===== src/rtl/uart_pkg.sv =====
// rtl/uart_pkg.sv - shared constants and state encoding for the uart_tx front-end arbiter
package uart_pkg;

    localparam int N_REQ_MAX = 8;
    localparam int BYTE_W    = 8;

    typedef enum logic [2:0] {
        ST_IDLE  = 3'b001,
        ST_ISSUE = 3'b010,
        ST_WAIT  = 3'b100
    } arb_state_e;

endpackage


===== src/rtl/uart_tx_arb_rr_pick.sv =====
// rtl/uart_tx_arb_rr_pick.sv - combinational round-robin pick: rotate, priority select, un-rotate
module rr_pick #(
    parameter int N     = 4,
    parameter int IDX_W = (N > 1) ? $clog2(N) : 1
) (
    input  logic [N-1:0]     i_req,
    input  logic [IDX_W-1:0] i_last,
    output logic             o_found,
    output logic [N-1:0]     o_onehot,
    output logic [IDX_W-1:0] o_idx
);

    logic [N-1:0]     rot;
    logic [IDX_W-1:0] pos;

    // rot[0] is the requester just after the previous winner
    always_comb begin
        rot = '0;
        for (int i = 0; i < N; i++) begin
            rot[i] = i_req[(int'(i_last) + 1 + i) % N];
        end
    end

    always_comb begin
        o_found = 1'b0;
        pos     = '0;
        for (int i = N - 1; i >= 0; i--) begin
            if (rot[i]) begin
                o_found = 1'b1;
                pos     = IDX_W'(i);
            end
        end
        o_idx    = IDX_W'((int'(i_last) + 1 + int'(pos)) % N);
        o_onehot = N'(o_found) << o_idx;
    end

endmodule


===== src/rtl/uart_tx_arb.sv =====
// rtl/uart_tx_arb.sv - round-robin byte arbiter feeding one uart_tx serializer
// Optional packet lock: define UART_TX_ARB_PACKET_LOCK_EN.
module uart_tx_arb
    import uart_pkg::*;
#(
    parameter int N_REQ = 4
) (
    input  logic                    i_clk,
    input  logic                    i_rst_n,
    input  logic [N_REQ-1:0]        i_req_valid,
    input  logic [BYTE_W*N_REQ-1:0] i_req_byte,
    input  logic [N_REQ-1:0]        i_req_last,
    output logic [N_REQ-1:0]        o_req_ready,
    output logic [N_REQ-1:0]        o_grant,
    output logic                    o_tx_byte_rdy,
    output logic [BYTE_W-1:0]       o_tx_byte,
    input  logic                    i_tx_busy,
    input  logic                    i_tx_done,
    output logic                    o_busy
);

    localparam int IDX_W = $clog2(N_REQ);

    if (N_REQ < 2 || N_REQ > N_REQ_MAX) begin : g_bad_n_req
        $error("uart_tx_arb: N_REQ out of range");
    end

    arb_state_e        state_q, state_d;
    logic [IDX_W-1:0]  last_q, last_d;
    logic [N_REQ-1:0]  grant_q, grant_d;
    logic [BYTE_W-1:0] byte_q, byte_d;

    logic [N_REQ-1:0]  eligible;
    logic              pick_found;
    logic [N_REQ-1:0]  pick_onehot;
    logic [IDX_W-1:0]  pick_idx;
    logic              capture;

`ifdef UART_TX_ARB_PACKET_LOCK_EN
    logic lock_q, lock_d;

    // while locked the owner is always the previous winner held in last_q
    assign eligible = lock_q ? (i_req_valid & (N_REQ'(1) << last_q)) : i_req_valid;

    always_comb begin
        lock_d = lock_q;
        if (capture) begin
            lock_d = !i_req_last[pick_idx];
        end
    end

    always_ff @(posedge i_clk or negedge i_rst_n) begin
        if (!i_rst_n) begin
            lock_q <= 1'b0;
        end else begin
            lock_q <= lock_d;
        end
    end
`else
    logic unused_req_last;

    assign unused_req_last = ^i_req_last;
    assign eligible        = i_req_valid;
`endif

    rr_pick #(
        .N     (N_REQ),
        .IDX_W (IDX_W)
    ) u_pick (
        .i_req    (eligible),
        .i_last   (last_q),
        .o_found  (pick_found),
        .o_onehot (pick_onehot),
        .o_idx    (pick_idx)
    );

    assign capture = (state_q == ST_IDLE) && pick_found && !i_tx_busy;

    always_comb begin
        state_d = state_q;
        last_d  = last_q;
        grant_d = grant_q;
        byte_d  = byte_q;
        unique case (state_q)
            ST_IDLE: begin
                if (capture) begin
                    state_d = ST_ISSUE;
                    last_d  = pick_idx;
                    grant_d = pick_onehot;
                    byte_d  = i_req_byte[pick_idx*BYTE_W +: BYTE_W];
                end
            end
            ST_ISSUE: state_d = ST_WAIT;
            // done is only meaningful once the frame has been started
            ST_WAIT: begin
                if (i_tx_done) begin
                    state_d = ST_IDLE;
                    grant_d = '0;
                end
            end
            default: begin
                state_d = ST_IDLE;
                grant_d = '0;
            end
        endcase
    end

    always_ff @(posedge i_clk or negedge i_rst_n) begin
        if (!i_rst_n) begin
            state_q <= ST_IDLE;
            last_q  <= IDX_W'(N_REQ - 1);
            grant_q <= '0;
            byte_q  <= '0;
        end else begin
            state_q <= state_d;
            last_q  <= last_d;
            grant_q <= grant_d;
            byte_q  <= byte_d;
        end
    end

    assign o_tx_byte_rdy = (state_q == ST_ISSUE);
    assign o_req_ready   = {N_REQ{o_tx_byte_rdy}} & grant_q;
    assign o_grant       = grant_q;
    assign o_tx_byte     = byte_q;
    assign o_busy        = (state_q != ST_IDLE);

endmodule


===== config.mk =====
export PLATFORM = sky130hd
export DESIGN_NAME = uart_tx_arb
export DESIGN_NICKNAME = d
export VERILOG_FILES = /design/src/rtl/uart_pkg.sv /design/src/rtl/uart_tx_arb_rr_pick.sv /design/src/rtl/uart_tx_arb.sv
export SDC_FILE = /design/constraint.sdc
export NUM_CORES = 1
export LEC_CHECK = 0
export CORE_ASPECT_RATIO = 2
export CORE_MARGIN = 3
export CORE_UTILIZATION = 45
export CTS_CLUSTER_DIAMETER = 40
export DETAILED_ROUTE_END_ITERATION = 8
export PLACE_DENSITY = 0.95
export SYNTH_ARGS = -nofsm -noshare
export SYNTH_HDL_FRONTEND = slang
export SYNTH_SLANG_ARGS = --single-unit

===== constraint.sdc =====
create_clock -name i_clk -period 6.05 [get_ports i_clk]
set_clock_uncertainty 0.15 [all_clocks]
set_input_delay 1.21 -clock i_clk [delete_from_list [all_inputs] [get_ports i_clk]]
set_output_delay 1.21 -clock i_clk [all_outputs]
set_load 0.05 [all_outputs]

==> impl_metrics.tcl, run 1 <==
set metrics [dict create \
    critPathKind "primary input to register" \
    die_area_um2 3870 \
    drt_iter0_markers 25 \
    end_kind "register" \
    drc_errors 0 \
    fillerInstances 220 \
    p_leak_nw 0.757 \
    overflow 0 \
    track_usage 0.186 \
    cap_violations 0 \
    combPwrFrac 0.742 \
    ctsResizeCount 0 \
    power_density_nw_per_um2 596 \
    cp.arrival_ns 4.06 \
    cts_tree "done" \
    finalWirelength_um 3420 \
    power.share.clock 0.072 \
    async_reset_ff_frac 1.00 \
    swShare 0.502 \
    layoutNonFillerInstCount 221 \
    yosys_warnings 0 \
    avgViaCountPerCell 5.79 \
    areaGrowthSynthToFinish_pct 39.2 \
    finalSetupTns_ns 0 \
    vdd_drop_max_uv 511 \
    gp_routability_congestion 0.794 \
    die_y_um 85.0 \
    core_region_area_um2 2980 \
    ys_ff_latch 17 \
    first_pass_iters 4 \
    fmax_mhz 244 \
    num_vias 1280 \
    holdCritPathClass "register to register" \
    synth_ff_type "dfrtp_1" \
    grt_pass1_wl_um 5490 \
    cp_max_fo 35 \
    syn_area_per_cell_um2 10.1 \
    multi_input_area_um2 857 \
    ctsHoldBuffers 0 \
    synth.most_common_cell "and2b_2" \
    diodes 0 \
    drt.antenna.violating_nets 0 \
    syn_inst 139 \
    rows 28 \
    cts_root_buffer "clkbuf_8" \
    grt_pass1_vias 1173 \
    tightest_slew_ns 0.885 \
    post_cts_buffers 0 \
    synth_area_leader_cell "dfrtp_1" \
    grt_max_degree 36 \
    slew_headroom 0.410 \
    dpl.hpwl_um 2780 \
    wl_per_cell_um 15.5 \
    min_period_ns 4.10 \
    rsz0062_at_grt "no" \
    drive_above_1_share 0.199 \
    cts.reportedPaths.clkPinSlew_ns 0.07 \
    cell_internal_pwr_w 0.000580 \
    cts_buffers 3 \
    io_pins 62 \
    synthDominantCellAreaShare 0.249 \
    ys_types 44 \
    synth_edf_count 0 \
    final_hold_viol_count 0 \
    seqPwrFrac 0.187 \
    finalSetupViolations 0 \
    final_net_count 237 \
    dp_cells 217 \
    die_x_um 45.5 \
    synth_area_leaders "dfrtp_1 25%, and2b_2 11%, a2111oi_1 5.7%" \
    place_ws_ns 1.76 \
    maxSlewViolCount 0 \
    io_buffers 57 \
    worst_setup_path_start_kind "primary input" \
    syn-cell-area_um2 1410 \
    period_share 0.678 \
    switchingPower_w 0.000584 \
    clock-sinks 17 \
    ys_top_cells_by_count "17 x and2b_2, 14 x dfrtp_1, 13 x nand2_1" \
    htree_levels 1 \
    status "complete, no violations" \
    worst_skew_pair.late_latency_ns 0.25 \
    register_area_um2 429 \
    synth_nets 184 \
    antenna_found_initial 0 \
    initial_core_util 0.472 \
    fin_ws_ns 1.95 \
    synth_seq_area_share 0.305 \
    cp.required_ns 6.00 \
    clock_tree.buffer_depth 2 \
]
layout by cell type, fill, tap and decap left out, types with 2 or more instances in the layout:
cell	instances
a2111oi_1	8
a21oi_1	5
a221oi_1	8
and2_1	4
and2b_2	17
clkbuf_8	3
clkdlybuf4s50_1	57
dfrtp_1	14
dfstp_2	3
inv_1	3
nand2_1	13
nand2b_1	7
nor2_1	6
nor3_1	2
o21ai_0	3
o21ai_1	5
o31ai_1	8
power groups by stage:
stage	Clock (W)	Combinational, W	Sequential (W)
after CTS	0.0000834	0.000867	0.000218
after floorplan	0	0.000610	0.000311
after global routing	0.0000896	0.000928	0.000224
final	0.0000834	0.000864	0.000217
after global placement	0	0.000845	0.000215
after detailed placement	0	0.000861	0.000219
flip-flops by register name, indices dropped and copies added, names as in the netlist:
name / count
o_grant: 4
last_q: 2
state_q: 3
o_tx_byte: 8
critical path: stages:
cell and delay (ns):
clkdlybuf4s50_1 0.64, nand2b_1 0.12, a21oi_1 0.15, nor2_1 0.05
a21oi_1 0.13, a21oi_1 0.10, ha_1 0.88, and2b_2 0.31
a2111oi_1 0.32, o31ai_1 0.14
path summary, 6_finish.rpt:
path	from	endpoint	slack [ns]	cells past startpoint
setup / recovery	i_req_valid[2]	o_tx_byte[2]	1.95	10
hold / removal	o_tx_byte[5]	o_tx_byte[5]	0.34	2
setup reg to reg	last_q[1]	o_tx_byte[2]	2.96	9
hold reg to reg	o_tx_byte[5]	o_tx_byte[5]	0.34	2
max in group asynchronous	i_rst_n	state_q[2]	4.05	1
min in group asynchronous	i_rst_n	o_tx_byte[4]	1.24	1
routing by layer:
metal	global-route usage	part of all wire	routed length, um	up-vias
met3	0.0127	0.050	170	7
met5	0	0	0	-
met1	0.233	0.38	1310	601
li1	-	-	-	619
met4	0.0720	0.021	71	0
met2	0.315	0.55	1870	53
layout make-up:
class	instances	share of cell area
Multi-Input combinational cell	109	0.438
Timing Repair Buffer	57	0.292
Sequential cell	17	0.219
Clock buffer	3	0.0211
Tap cell	30	0.0192
Inverter	4	0.00768
Clock inverter	1	0.00256
stage by stage:
step / util / cell area (um2) / total power (W) / hold slack, ns
after global routing: 0.657 / 1960 / 0.00124 / 0.361
after global placement: 0.641 / 1910 / 0.00106 / 0.312
after detailed placement: 0.641 / 1910 / 0.00108 / 0.329
after CTS: 0.657 / 1960 / 0.00117 / 0.347
final: 0.657 / 1960 / 0.00116 / 0.338
after floorplan: - / 1410 / 0.000922 / 0.406
kinds of logic after synthesis:
family | count (synthesis) | synth area share
simple gates | 61 | 0.297
compound gates | 43 | 0.260
flops | 17 | 0.305
buf+inv | 13 | 0.0846
xor+xnor | 3 | 0.0374
mux | 1 | 0.00712
fa+ha+maj | 1 | 0.00890
Note: power is estimated with default switching activity, not from simulation.
==> run 2: changes to the inputs <==
--- a/config.mk
+++ b/config.mk
@@ -7,10 +7,10 @@
 export LEC_CHECK = 0
 export CORE_ASPECT_RATIO = 2
 export CORE_MARGIN = 3
-export CORE_UTILIZATION = 45
+export CORE_UTILIZATION = 42
 export CTS_CLUSTER_DIAMETER = 40
 export DETAILED_ROUTE_END_ITERATION = 8
-export PLACE_DENSITY = 0.95
+export PLACE_DENSITY = 0.91
 export SYNTH_ARGS = -nofsm -noshare
 export SYNTH_HDL_FRONTEND = slang
 export SYNTH_SLANG_ARGS = --single-unit
==> constraint.sdc (replaced) <==
create_clock -name i_clk -period 4 [get_ports i_clk]
set_clock_uncertainty 0.15 [all_clocks]
set_input_delay 0.8 -clock i_clk [delete_from_list [all_inputs] [get_ports i_clk]]
set_output_delay 0.8 -clock i_clk [all_outputs]
set_load 0.05 [all_outputs]
==> run 2 against run 1 <==
Effect of this change:
- clock power increased by 51%
- global-route usage up 0.10 points
- clock-buffer cell count did not move
- sequential power up 51%
- critical path depth increased by 2
- die area up 6.4%
- critical path type unchanged
==> impl_metrics.tcl, run 2 (synthesized netlist as in run 1, its figures left out) <==
set metrics [dict create \
    status "complete, no violations" \
    cts.reportedPaths.clkPinSlew_ns 0.06 \
    combPwrFrac 0.747 \
    slew_headroom 0.494 \
    io_buffers 57 \
    place_ws_ns 0.254 \
    ctsResizeCount 0 \
    diodes 0 \
    drive_above_1_share 0.215 \
    rsz0062_at_grt "no" \
    cts_buffers 3 \
    swShare 0.497 \
    gp_routability_congestion 0.761 \
    min_period_ns 3.50 \
    holdCritPathClass "register to register" \
    track_usage 0.187 \
    dp_cells 222 \
    cp.depth 12 \
    rows 29 \
    fmax_mhz 286 \
    rr_startpoint "last_q[1]" \
    initial_core_util 0.440 \
    grt_max_degree 36 \
    cts_root_buffer "clkbuf_8" \
    cp.arrival_ns 3.47 \
    antenna_found_initial 0 \
    r2r_cells 11 \
    slowest_delay_ns 0.65 \
    crit_top_cell "a21oi_1" \
    tightest_slew_ns 0.757 \
    hold_end "o_tx_byte[7]" \
    min_path_cells 2 \
    cap_violations 0 \
    num_vias 1261 \
    finalSetupViolations 0 \
    end_kind "register" \
    io_pins 62 \
    critPathKind "primary input to register" \
    path_cells "clkdlybuf4s50_1 > nand2b_1 > a21oi_1 > nor2_1 > a21oi_1 > a21oi_1 > ha_1 > xnor2_4 > xnor2_2 > nand4_2 > a221oi_1 > o31ai_1" \
    die_y_um 87.8 \
    vdd_drop_max_uv 772 \
    cp.required_ns 3.97 \
    final_net_count 241 \
    worst_setup_path_start_kind "primary input" \
    clock-sinks 17 \
    cp_max_fo 9 \
    die_area_um2 4120 \
    largest_register_ffs 8 \
    grt_pass1_vias 1314 \
    min_from "o_tx_byte[7]" \
    worst_skew_pair.late_latency_ns 0.25 \
    seqPwrFrac 0.183 \
    areaGrowthSynthToFinish_pct 41.4 \
    first_pass_iters 4 \
    post_cts_buffers 0 \
    cell_internal_pwr_w 0.000903 \
    overflow 0 \
    fin_ws_ns 0.501 \
    drt_iter0_markers 15 \
    p_leak_nw 0.776 \
    cts_tree "done" \
    die_x_um 46.9 \
    wl_per_cell_um 15.2 \
    final_hold_viol_count 0 \
    postLayoutCoreUtil 0.622 \
    cpLargestDelayFamily "compound AO/OA/AOI/OAI gates" \
    ctsHoldBuffers 0 \
    power.share.clock 0.070 \
    finalWirelength_um 3440 \
    maxSlewViolCount 0 \
    reg2reg_to "o_tx_byte[4]" \
    final_cell_mix "57 x clkdlybuf4s50_1, 17 x and2b_2, 14 x dfrtp_1, 13 x nand2_1" \
    avgViaCountPerCell 5.58 \
    drc_errors 0 \
    finalSetupTns_ns 0 \
    mostFrequentLayoutCell "clkdlybuf4s50_1" \
    slowest_stage "clkdlybuf4s50_1" \
    switchingPower_w 0.000894 \
    dpl.hpwl_um 2820 \
    path_buf_inv 1 \
    r2r_setup_slack_ns 1.07 \
    power_density_nw_per_um2 904 \
    clock_tree.buffer_depth 2 \
    period_share 0.875 \
    layoutNonFillerInstCount 226 \
    core_region_area_um2 3190 \
    drt.antenna.violating_nets 0 \
    grt_pass1_wl_um 5870 \
    htree_levels 1 \
]
[run 2: area by class of cell]
type,instances,area (um2)
fill,260,1210
multi-input combinational,109,857
timing repair buffer,61,601
sequential,17,429
clock buffer,3,41.3
tap,31,38.8
inverter,4,15.0
clock inverter,1,5.00
[run 2: power groups by stage]
stage	sequential, W	combinational [W]	clock (W)
final	0.000328	0.00134	0.000126
after detailed placement	0.000330	0.00135	0
after floorplan	0.000471	0.000923	0
after global routing	0.000344	0.00144	0.000134
after global placement	0.000329	0.00132	0
after CTS	0.000328	0.00136	0.000128
[run 2: worst max path at each step]
| stage | endpoint | start |
|---|---|---|
| CTS | o_tx_byte[4] | i_req_valid[2] |
| detailed placement | o_tx_byte[3] | i_req_valid[2] |
| floorplan | o_tx_byte[0] | i_req_valid[1] |
| global route | o_tx_byte[6] | i_req_valid[1] |
| global placement | o_tx_byte[3] | i_req_valid[1] |
| finish | o_tx_byte[4] | i_req_valid[2] |
[run 2: worst register-to-register path, delay by kind of cell (launching register included)]
kind	cells	cell delay, ns
and+or+nand+nor	3	0.57
xor gates and xnor gates	2	0.34
AOI/OAI and AO/OA	5	0.81
DFF	1	0.68
adders and majority gates	1	0.26
[run 2: metal layers]
metal  vias to the layer above  global-route usage  routed length (um)
met1                       593               0.200                1200
met3                         2              0.0185                 132
li1                        631                   -                   -
met5                         -                   0                   0
met4                         0              0.0529                  34
met2                        35               0.358                2070
[run 2: stage by stage]
stage	total power [W]	hold WS [ns]	instance area (um2)
floorplan	0.00139	0.354	1410
global placement	0.00165	0.311	1940
detailed placement	0.00168	0.315	1940
CTS	0.00181	0.330	1990
global route	0.00192	0.364	1990
finish	0.00180	0.331	1990
